File: config.mk
export PLATFORM = sky130hd
export DESIGN_NAME = button_events
export DESIGN_NICKNAME = d
export VERILOG_FILES = /design/src/rtl/button_events.sv
export SDC_FILE = /design/constraint.sdc
export NUM_CORES = 1
export LEC_CHECK = 0
export ABC_CLOCK_PERIOD_IN_PS = 2800
export BUFFER_PORTS_ARGS = -buffer_cell sky130_fd_sc_hd__buf_2
export CAP_MARGIN = 15
export CORE_MARGIN = 5
export CORE_UTILIZATION = 50
export DETAILED_ROUTE_END_ITERATION = 10
export PLACE_DENSITY_LB_ADDON = 0.1
export SETUP_SLACK_MARGIN = 0.5
export SYNTH_ARGS = -nofsm -noshare
export SYNTH_HDL_FRONTEND = slang
export SYNTH_SLANG_ARGS = --single-unit
File: constraint.sdc
create_clock -name clk -period 2.8 [get_ports clk]
set_input_delay 0.42 -clock clk [delete_from_list [all_inputs] [get_ports clk]]
set_output_delay 0.42 -clock clk [all_outputs]
set_load 0.005 [all_outputs]
File: src/rtl/button_events.sv
// Turns a debounced button level into single-cycle press/release/click/long/repeat
// pulses plus a registered held level.
module button_events #(
    parameter int LONG_CYCLES   = 50_000_000,
    parameter int REPEAT_CYCLES = 10_000_000,
    parameter int CNT_W         = 26
) (
    input  logic clk,
    input  logic reset,
    input  logic clean,
    output logic down,
    output logic up,
    output logic click,
    output logic long_press,
    output logic auto_repeat,
    output logic held
);

    // state | meaning
    // ARM   | after reset; waiting for the button to be seen released
    // IDLE  | released, ready to accept a press
    // SHORT | pressed, long threshold not yet reached
    // LONG  | pressed past the long threshold, auto-repeating
    typedef enum logic [1:0] {
        ARM   = 2'd0,
        IDLE  = 2'd1,
        SHORT = 2'd2,
        LONG  = 2'd3
    } state_t;

    localparam logic [CNT_W-1:0] LONG_LAST   = CNT_W'(LONG_CYCLES - 1);
    localparam logic [CNT_W-1:0] REPEAT_LAST = CNT_W'(REPEAT_CYCLES - 1);

    state_t           state;
    state_t           state_nxt;
    logic [CNT_W-1:0] cnt;
    logic [CNT_W-1:0] cnt_nxt;

    logic down_nxt;
    logic up_nxt;
    logic click_nxt;
    logic long_nxt;
    logic repeat_nxt;
    logic held_nxt;

    always_ff @(posedge clk) begin
        if (!reset) begin
            state       <= ARM;
            cnt         <= '0;
            down        <= 1'b0;
            up          <= 1'b0;
            click       <= 1'b0;
            long_press  <= 1'b0;
            auto_repeat <= 1'b0;
            held        <= 1'b0;
        end else begin
            state       <= state_nxt;
            cnt         <= cnt_nxt;
            down        <= down_nxt;
            up          <= up_nxt;
            click       <= click_nxt;
            long_press  <= long_nxt;
            auto_repeat <= repeat_nxt;
            held        <= held_nxt;
        end
    end

    // Counter is reloaded on every exit and at each threshold, so it never wraps.
    always_comb begin
        state_nxt = state;
        cnt_nxt   = cnt;
        case (state)
            ARM: begin
                cnt_nxt = '0;
                if (!clean) begin
                    state_nxt = IDLE;
                end
            end
            IDLE: begin
                cnt_nxt = '0;
                if (clean) begin
                    state_nxt = SHORT;
                end
            end
            SHORT: begin
                if (!clean) begin
                    state_nxt = IDLE;
                    cnt_nxt   = '0;
                end else if (cnt == LONG_LAST) begin
                    state_nxt = LONG;
                    cnt_nxt   = '0;
                end else begin
                    cnt_nxt = cnt + 1'b1;
                end
            end
            LONG: begin
                if (!clean) begin
                    state_nxt = IDLE;
                    cnt_nxt   = '0;
                end else if (cnt == REPEAT_LAST) begin
                    cnt_nxt = '0;
                end else begin
                    cnt_nxt = cnt + 1'b1;
                end
            end
            default: begin
                state_nxt = ARM;
                cnt_nxt   = '0;
            end
        endcase
    end

    // Release takes priority over a threshold hit on the same edge.
    always_comb begin
        down_nxt   = 1'b0;
        up_nxt     = 1'b0;
        click_nxt  = 1'b0;
        long_nxt   = 1'b0;
        repeat_nxt = 1'b0;
        held_nxt   = (state_nxt == SHORT) || (state_nxt == LONG);
        case (state)
            IDLE: begin
                down_nxt = clean;
            end
            SHORT: begin
                up_nxt    = !clean;
                click_nxt = !clean;
                long_nxt  = clean && (cnt == LONG_LAST);
            end
            LONG: begin
                up_nxt     = !clean;
                repeat_nxt = clean && (cnt == REPEAT_LAST);
            end
            default: begin
                down_nxt = 1'b0;
            end
        endcase
    end

endmodule

After elaboration in Yosys (flattened, before gate mapping) --
Cells that the tools add are included.
Storage, ports and cells: input bits 3, output and inout bits 6, word-level logic and storage cells 38, register bits 34
Cells by class: $add $sub $neg 1, eq/ne operators 7, reduce and logical (&&, ||, !) cells 12, multiplexer cells 10
Operators with widths (count):
- 2-to-1 mux 26 bit | 4
- one-hot mux 26 bit (3 select lines) | 1
- adder 26 x 1 -> 26 bit, second input constant | 1
- == test 26 x 24 -> 1 bit, second input constant | 1
- == test 26 bit, second input constant | 1
- == test 2 bit, second input constant | 4
- 2-to-1 mux 2 bit | 4
- AND reduction 2 bit | 4
- one-hot mux 2 bit (3 select lines) | 1
- OR reduction 2 bit | 3
- == test 2 x 1 -> 1 bit, second input constant | 1
- logical AND 1 bit | 2
- zero test 2 bit | 1
- zero test 1 bit | 1
- logical OR 1 bit | 1

Depth between registers and ports, before layout --
Gate-level depths: netlist of the first run.
depth after elaboration 6, gate-level depth with buffers 7, mapped depth without buffers 5

Worst setup path after synthesis of the first run --
Ideal clock, no wire load.
path type register -> register, start reg cnt[0], end reg cnt[10], buffers on the path 2, cell stages (with the launch flop) 8, path slack 758 ps, data arrival time 1910 ps, required time 2668 ps, clock period less this slack 2042 ps, cells stage by stage dfxtp_1 -> ha_1 -> and4_2 -> clkbuf_1 -> nand4b_1 -> o2111ai_1 -> buf_2 -> a21oi_1
On the way: longest elaborated chain between the ends 4, elaborated cells between the ends (all ways) 8, those cells by class add/sub (1); eq/ne (2); mux (5)
Ends and longest elaborated chain:
- start: declaration | line 36 | logic [CNT_W-1:0] cnt;
- start signal: assignment | line 58 | cnt <= cnt_nxt;
- adder 26 x 1 -> 26 bit (tied with other cells) | line 93, 103
- 2-to-1 mux 26 bit, on equally long branches | line 100, 89
- 2-to-1 mux 26 bit, on equally long branches | line 97, 86
- one-hot mux 26 bit (3 select lines) * | line 72 | case (state)
Mark *: on every way between the ends. The rest lies on a longest branch, timed or not. A chain may end at the register's enable or synchronous reset.

Worst setup path in the final report of the first run --
start reg cnt[7], end reg cnt[19]
Same word-level chain as after synthesis.

==> results of run 1 <==
==> worst reg2reg max path: stages, from the launching register on <==
cell and delay (ns):
dfxtp_1 0.44, nand4_1 0.19, or4_4 0.61, or4_1 0.54, a22oi_1 0.17
==> how the worst min path moves through the flow <==
stage	startpoint	end	cells after the start
finish	reset	held	2
global route	reset	held	2
CTS	reset	held	2
detailed placement	cnt[0]	cnt[0]	1
global placement	cnt[0]	cnt[0]	1
floorplan	cnt[0]	cnt[0]	1
==> cells by family (layout without fill, tap and decap cells) <==
group	count (synthesis)	count (layout)	share of synthesized area (%)
buffers and inverters	14	23	4.03
xor gates and xnor gates	11	11	5.86
adders and majority gates	5	5	3.81
AOI/OAI and AO/OA	47	47	19.1
DFF	33	33	40.2
and+or+nand+nor	71	71	27.0
==> layout make-up <==
class | count | area share (%)
Sequential cell | 33 | 37.3
Tap cell | 44 | 3.11
Clock buffer | 7 | 3.11
Multi-Input combinational cell | 134 | 52.1
Inverter | 6 | 1.27
Timing Repair Buffer | 10 | 3.11
==> power by group <==
part           total, uW  internal, uW  switching (uW)
clock                270           118             151
combinational       32.7          14.2            18.5
sequential           479           474            4.89
==> synth_stat cells (all sizes together), types with 2 or more instances <==
cell type  instances
dfxtp             33
a22oi             13
a21oi             12
nand4             11
nand2             10
o21ai             10
nand3              9
or3                8
and4               7
xor2               7
inv                6
nor3               6
ha                 5
and3               4
buf                4
clkbuf             4
nor2               4
or4                4
xnor2              4
o31ai              3
and2               2
nor4b              2
o311a              2
==> state kept, by name (all words and copies together), names as in the netlist <==
name / count
state: 1
cnt: 26
auto_repeat: 1
click: 1
held: 1
up: 1
long_press: 1
down: 1
==> through the flow <==
stage	power [uW]	instances
after floorplan	512	181
after global placement	520	227
after detailed placement	522	227
after CTS	792	234
after global routing	817	234
final	781	234
==> per-layer routing <==
layer  up-vias  GRT usage, %  part of all wire [%]
li1        718             -                     -
met1       672          21.5                    46
met2        25          26.6                    47
met3         5          5.49                   5.3
met4         0          7.34                   1.6
met5         -             0                     0
==> run summary, run 1 <==
Post-DP Area - 0.00172 sq mm
Cell variety after synth - 41
PortBufs - 8
cts bufs inserted - 5
CORE AREA - 0.00310 sq mm
final standard cell utilization of the core - 57.1%
top cells by area, synth - dfxtp_1 (40%), a22oi_1 (5.5%), nand4_1 (4.2%)
n_diodes - 0
DRT Wirelength - 3400 um
crit path from - cnt[7]
pre-CTS setup slack - 0.789 ns
Max Cap Viol - 0
PwrDens - 441 mW/mm^2
initial DRC count - 115
CTS max path bufs - 2
Hold Slack - 0.385 ns
Worst Tran Pin Value - 0.463 ns
Final Critical Period - 2.03 ns
Synth Flop Type - dfxtp_1
Vias - 1,420
antenna violations before repair - 0
post-synthesis register bit count - 33
Final period util - 72.6%
EDFF count, synth - 0
layout net count - 198
Register-to-Register Path Depth - 4
DRT antenna net count - 0
DR DRC count - 0
setup ws final - 0.768 ns
Crit. End Element - flip-flop
Syn Inst Count - 181
Clock transition at path regs - 0.09 ns
DR pass1 iterations - 4
worst min path class - in -> reg
via/cell ratio - 6.07
CP Max Fanout - 12
postcts setup bufs - 0
row cnt - 20
CP arrival - 2.29 ns
largest net degree at the start of global routing - 27
Root Buffer - clkbuf_4
CTS hold repair buffers - 0
cell leakage power - 0.000569 uW
vias in the first global route - 1,282
CTS tree - done
post-synthesis sequential area ratio - 40.2%
Finished Cell Area - 0.00177 sq mm
final weighted congestion in routability-driven placement - 0.795
Fill cells - 302
htree depth - 2
final hold violation count - 0
Initial Util - 53.0%
Slew Viols, Final - 0
worst-path cell chain - nand4_1 > or4_4 > or4_1 > a22oi_1
critical path depth in cells - 4
Congestion Overflow GR - 0
startpoint types - flip-flop
layout cell share with drive strength beyond 1 - 13.2%
most common cell after layout, fill and taps aside - dfxtp_1
worst skew pair latency - 0.33 ns
CTS sink cnt - 33
WS Path Type - reg -> reg
Setup Viol. Count Final - 0
TNS Setup - 0 ns
Fmax achieved - 0.492 GHz
first-pass GRT wire length - 5850 um
Post-Syn Area per Cell - 9.08 sq um
Die Ht - 67.3 um
ys async rst share - 0%
R2R setup slack - 0.77 ns
# IOs - 9
crit path to - cnt[19]
Ys Warns - 0
Worst Path Required - 3.05 ns
CP delay by family, top - simple AND/OR/NAND/NOR gates
Net Count, Synth - 189
most area-hungry cell type in the Yosys netlist - dfxtp_1
status - completed
Synth top area share - 40.2%
r2r endpoint - cnt[19]
DR WL/cell - 14.5 um
Max IR drop VDD - 0.000240 V
P&R area growth vs syn - 7.76%
FF+latch area - 661 sq um
Die W - 67.3 um
Netlist Area Pre-Place - 0.00164 sq mm
die area - 0.00453 sq mm
Crit path largest cell delay - 0.61 ns
post-CTS sizing - 0
relative max-transition margin - 68.8%
Tot GR Track Use - 17.1%
Final HPWL DP - 2350 um
Worst Clk Skew - 0.00703 ns
Slowest-stage cell, CP - or4_4
WP buf/inv - 0
commonest non-fill, non-tap cells in the layout - dfxtp_1 (33), a22oi_1 (12), a21oi_1 (12)
Multi-input gate area - 923 sq um
worst reg2reg startpoint - cnt[7]
unrepaired setup endpoints after global routing - no
Note: power is estimated with default switching activity, not from simulation.
==> inputs of run 2 (changes only) <==
ABC_CLOCK_PERIOD_IN_PS = 2100   (was 2800)
clock period = 2.1 ns   (was 2.8 ns; I/O delays follow)
==> run 2 against run 1 <==
Routed wire length is 24% higher. Largest power group unchanged. Via count grew 9.6%. Critical path type unchanged. Clock skew is 0.014 ns higher.
==> run summary, run 2 (synthesis gave the netlist of run 1 again) <==
Setup Viol. Count Final - 0
Largest register FFs - 26
Worst Tran Pin Value - 0.484 ns
startpoint types - flip-flop
CTS tree - done
most common cell after layout, fill and taps aside - dfxtp_1
CP Max Fanout - 7
worst skew pair latency - 0.34 ns
pre-CTS setup slack - 0.220 ns
worst min path class - in -> reg
Max Cap Viol - 0
CTS sink cnt - 33
DR WL/cell - 16.8 um
P&R area growth vs syn - 28.1%
commonest non-fill, non-tap cells in the layout - dfxtp_1 (22), a21oi_1 (12), nand4_1 (11), buf_4 (11)
cts bufs inserted - 5
vias in the first global route - 1,523
Congestion Overflow GR - 0
Slew Viols, Final - 0
Fill cells - 241
CP arrival - 2.08 ns
Fmax achieved - 0.553 GHz
CTS max path bufs - 2
status - completed
relative max-transition margin - 67.4%
cell leakage power - 0.000696 uW
PwrDens - 561 mW/mm^2
worst-path cell chain - nand4_1 > or4_4 > or4_4 > a22oi_2
die area - 0.00453 sq mm
DR pass1 iterations - 4
Clock transition at path regs - 0.11 ns
Final Critical Period - 1.81 ns
Initial Util - 53.0%
final weighted congestion in routability-driven placement - 0.880
DRT Wirelength - 4210 um
Multi-input gate area - 0.00102 sq mm
Die W - 67.3 um
Crit. End Element - flip-flop
unrepaired setup endpoints after global routing - yes
Finished Cell Area - 0.00211 sq mm
CORE AREA - 0.00310 sq mm
Root Buffer - clkbuf_4
layout net count - 213
final hold violation count - 0
initial DRC count - 130
Post-DP Area - 0.00179 sq mm
row cnt - 20
first-pass GRT wire length - 6910 um
htree depth - 2
Final period util - 86.2%
FF+latch area - 692 sq um
antenna violations before repair - 0
Worst Clk Skew - 0.0210 ns
DR DRC count - 0
Vias - 1,556
TNS Setup - 0 ns
Max IR drop VDD - 0.000336 V
via/cell ratio - 6.22
Crit path largest cell delay - 0.61 ns
Largest Register - cnt
n_diodes - 0
Die Ht - 67.3 um
Final HPWL DP - 2660 um
setup ws final - 0.291 ns
# IOs - 9
DRT antenna net count - 0
most frequent CP cell - or4_4
layout cell share with drive strength beyond 1 - 33.0%
largest net degree at the start of global routing - 27
WS Path Type - reg -> reg
Worst Path Required - 2.37 ns
Tot GR Track Use - 20.2%
Slowest-stage cell, CP - or4_4
PortBufs - 8
## run 2: cell types whose count changed in the layout (fill, tap and decap cells not counted), sizes merged
cell,change
buf,+13
bufinv,+1
clkbuf,+2
## run 2: area by class of cell
cell class | count | share of cell area (%)
Inverter | 6 | 1.07
Clock inverter | 1 | 1.43
Sequential cell | 33 | 32.9
Timing Repair Buffer | 25 | 10.9
Tap cell | 44 | 2.61
Multi-Input combinational cell | 134 | 48.5
Clock buffer | 7 | 2.61
## run 2: metal layers
layer / global-route usage (%) / up-vias / wire (um)
met3: 5.16 / 7 / 214
met2: 35.6 / 49 / 2090
met4: 6.58 / 0 / 55
met1: 23.8 / 756 / 1840
met5: 0 / - / 0
li1: - / 744 / -
## run 2: where the power goes
group | internal, uW | leakage (uW) | switching, uW
sequential | 623 | 0.000274 | 6.63
combinational | 24.0 | 0.000377 | 30.1
clock | 284 | 0.0000455 | 213
## run 2: final timing paths
| kind | start | end | slack (ns) | cells past startpoint |
|---|---|---|---|---|
| max | cnt[6] | cnt[21] | 0.29 | 4 |
| min reg2reg | cnt[0] | cnt[0] | 0.45 | 1 |
| max reg2reg | cnt[6] | cnt[21] | 0.29 | 4 |
| min | reset | held | 0.29 | 2 |
## run 2: critical path: cells and delay by family, from the launching register on
kind,cells,cell delay [ns]
simple gates,3,1.24
flops,1,0.37
compound gates,1,0.12
## run 2: per-stage QoR
stage	hold slack [ns]	util [%]	std cells	power, uW
after floorplan	0.427	-	181	685
after global placement	0.440	57.7	228	696
after detailed placement	0.449	57.7	228	703
after CTS	0.288	63.2	245	1180
after global routing	0.280	67.9	250	1230
final	0.286	67.9	250	1180
## run 2: what timing repair did
| action | in CTS | in global routing |
|---|---|---|
| hold endpoints to repair | 0 | 0 |
| resized for setup | 7 | 16 |
| buffers inserted | 9 | 3 |
| cloned | 0 | 2 |
| endpoints found under the setup margin | 28 | 28 |
| hold buffers | 0 | 0 |
| pin swaps | 3 | 6 |
==> inputs of run 3 (changes only) <==
ABC_AREA = 1   (was not set)
ABC_CLOCK_PERIOD_IN_PS = 1650   (was 2100)
TNS_END_PERCENT = 50   (was not set)
clock period = 1.65 ns   (was 2.1 ns; I/O delays follow)
==> run 3 against run 2 <==
Routed wire length grew 45%. Clock skew shrank 0.015 ns. Fmax grew 24%. Flip-flop and latch count is the same. Sequential share of layout area shrank 7.5 points. Synthesized cell count grew 66%. Largest power group unchanged.
==> run summary, run 3 <==
n_diodes - 0
Setup Viol. Count Final - 0
final weighted congestion in routability-driven placement - 0.992
cell leakage power - 0.00104 uW
Crit. End Element - flip-flop
Max Cap Viol - 0
worst min path class - in -> reg
Post-Syn Area per Cell - 6.79 sq um
DR pass1 iterations - 4
CP arrival - 1.68 ns
Worst Tran Pin Value - 0.378 ns
DRT Wirelength - 6100 um
antenna violations before repair - 0
final standard cell utilization of the core - 72.3%
Commonest cells post-synth - nand2_1 (74), nor2_1 (47), inv_1 (40), dfxtp_1 (33), nand3_1 (18)
Final Critical Period - 1.45 ns
EDFF count, synth - 0
Netlist Area Pre-Place - 0.00204 sq mm
DR DRC count - 0
CTS max path bufs - 2
Max IR drop VDD - 0.000673 V
DR WL/cell - 15.4 um
CP Max Fanout - 6
pre-CTS setup slack - 0.127 ns
unrepaired setup endpoints after global routing - yes
setup ws final - 0.196 ns
most common cell after layout, fill and taps aside - nand2_1
status - completed
Synth top area share - 32.3%
Final period util - 88.1%
Die Ht - 73.9 um
htree depth - 2
post-synthesis sequential area ratio - 32.3%
Net Count, Synth - 309
startpoint types - flip-flop
most area-hungry cell type in the Yosys netlist - dfxtp_1
ys async rst share - 0%
PortBufs - 8
die area - 0.00547 sq mm
Finished Cell Area - 0.00287 sq mm
Clock transition at path regs - 0.07 ns
Slew Viols, Final - 0
Worst Clk Skew - 0.00581 ns
top cells by area, synth - dfxtp_1 (32%), nand2_1 (14%), nor2_1 (8.6%)
Final HPWL DP - 3790 um
top-count cell post-synth - nand2_1
CTS tree - done
Root Buffer - clkbuf_8
first-pass GRT wire length - 9800 um
vias in the first global route - 2,084
# IOs - 9
Die W - 73.9 um
worst skew pair latency - 0.29 ns
Cell variety after synth - 29
commonest non-fill, non-tap cells in the layout - nand2_1 (60), inv_1 (35), nor2_1 (32)
DRT antenna net count - 0
final hold violation count - 0
PwrDens - 568 mW/mm^2
Vias - 2,182
layout net count - 353
WS Path Type - reg -> reg
CORE AREA - 0.00397 sq mm
post-synthesis register bit count - 33
Fmax achieved - 0.688 GHz
via/cell ratio - 5.52
layout cell share with drive strength beyond 1 - 45.8%
P&R area growth vs syn - 40.5%
Syn Inst Count - 301
Largest register FFs - 26
Initial Util - 51.5%
Largest Register - cnt
CTS hold repair buffers - 0
largest net degree at the start of global routing - 12
row cnt - 23
Congestion Overflow GR - 0
Worst Path Required - 1.88 ns
CTS sink cnt - 33
relative max-transition margin - 74.6%
Post-DP Area - 0.00224 sq mm
Synth Flop Type - dfxtp_1
initial DRC count - 189
TNS Setup - 0 ns
cts bufs inserted - 5
Hold Slack - 0.231 ns
Tot GR Track Use - 23.5%
Ys Warns - 0
## run 3: path summary, 6_finish.rpt
kind                            startpoint  depth (start not counted)        to  slack, ns
worst max-delay path               cnt[13]                          8   cnt[25]       0.20
worst min-delay path                 reset                          3  state[0]       0.23
worst max register to register     cnt[13]                          8   cnt[25]       0.20
worst min register to register      cnt[0]                          2    cnt[0]       0.53
## run 3: metrics by stage
stage / power (uW) / cells
after detailed placement: 995 / 360
final: 1630 / 395
after global placement: 993 / 360
after global routing: 1710 / 395
after floorplan: 961 / 301
after CTS: 1630 / 385
## run 3: critical path: stages, from the launching register on
cell and delay, ns:
dfxtp_4 0.41, nand2_2 0.09, nor3_4 0.31, nand2_1 0.09
nor3_1 0.18, nand2_1 0.09, nand2_1 0.08, nand2_1 0.05
nor2_1 0.09
## run 3: per-layer routing
metal  vias up  GRT usage (%)  part of all wire [%]
li1       1056              -                     -
met1      1015           28.8                    41
met2        80           39.4                    50
met3        31           5.95                   5.5
met4         0           9.46                   4.1
met5         -              0                     0
## run 3: timing repair
| item | 4_1_cts | 5_1_grt |
|---|---|---|
| cloned | 3 | 0 |
| gates resized for setup | 42 | 53 |
| pin swaps | 25 | 36 |
| endpoints found under the setup margin | 30 | 33 |
| buffers inserted | 15 | 10 |
## run 3: power by group
part | switching [uW] | internal [uW] | total, uW
Clock | 295 | 331 | 626
Combinational | 119 | 76.1 | 195
Sequential | 17.3 | 794 | 811
Total | 431 | 1200 | 1630
## run 3: area by class of cell
class                      count  area, sq um
clock buffer                   7         86.3
fill                         312         1100
inverter                      41          156
multi-input combinational    226         1530
sequential                    33          729
tap                           50         62.6
timing repair buffer          38          307
## run 3: cells by family (layout without fill, tap and decap cells)
group / count (synthesis) / count (layout) / synth area share, %
compound gates: 31 / 31 / 10.0
buf+inv: 45 / 86 / 9.85
xor+xnor: 9 / 9 / 3.86
fa+ha+maj: 5 / 5 / 3.06
simple gates: 178 / 181 / 40.9
flops: 33 / 33 / 32.3
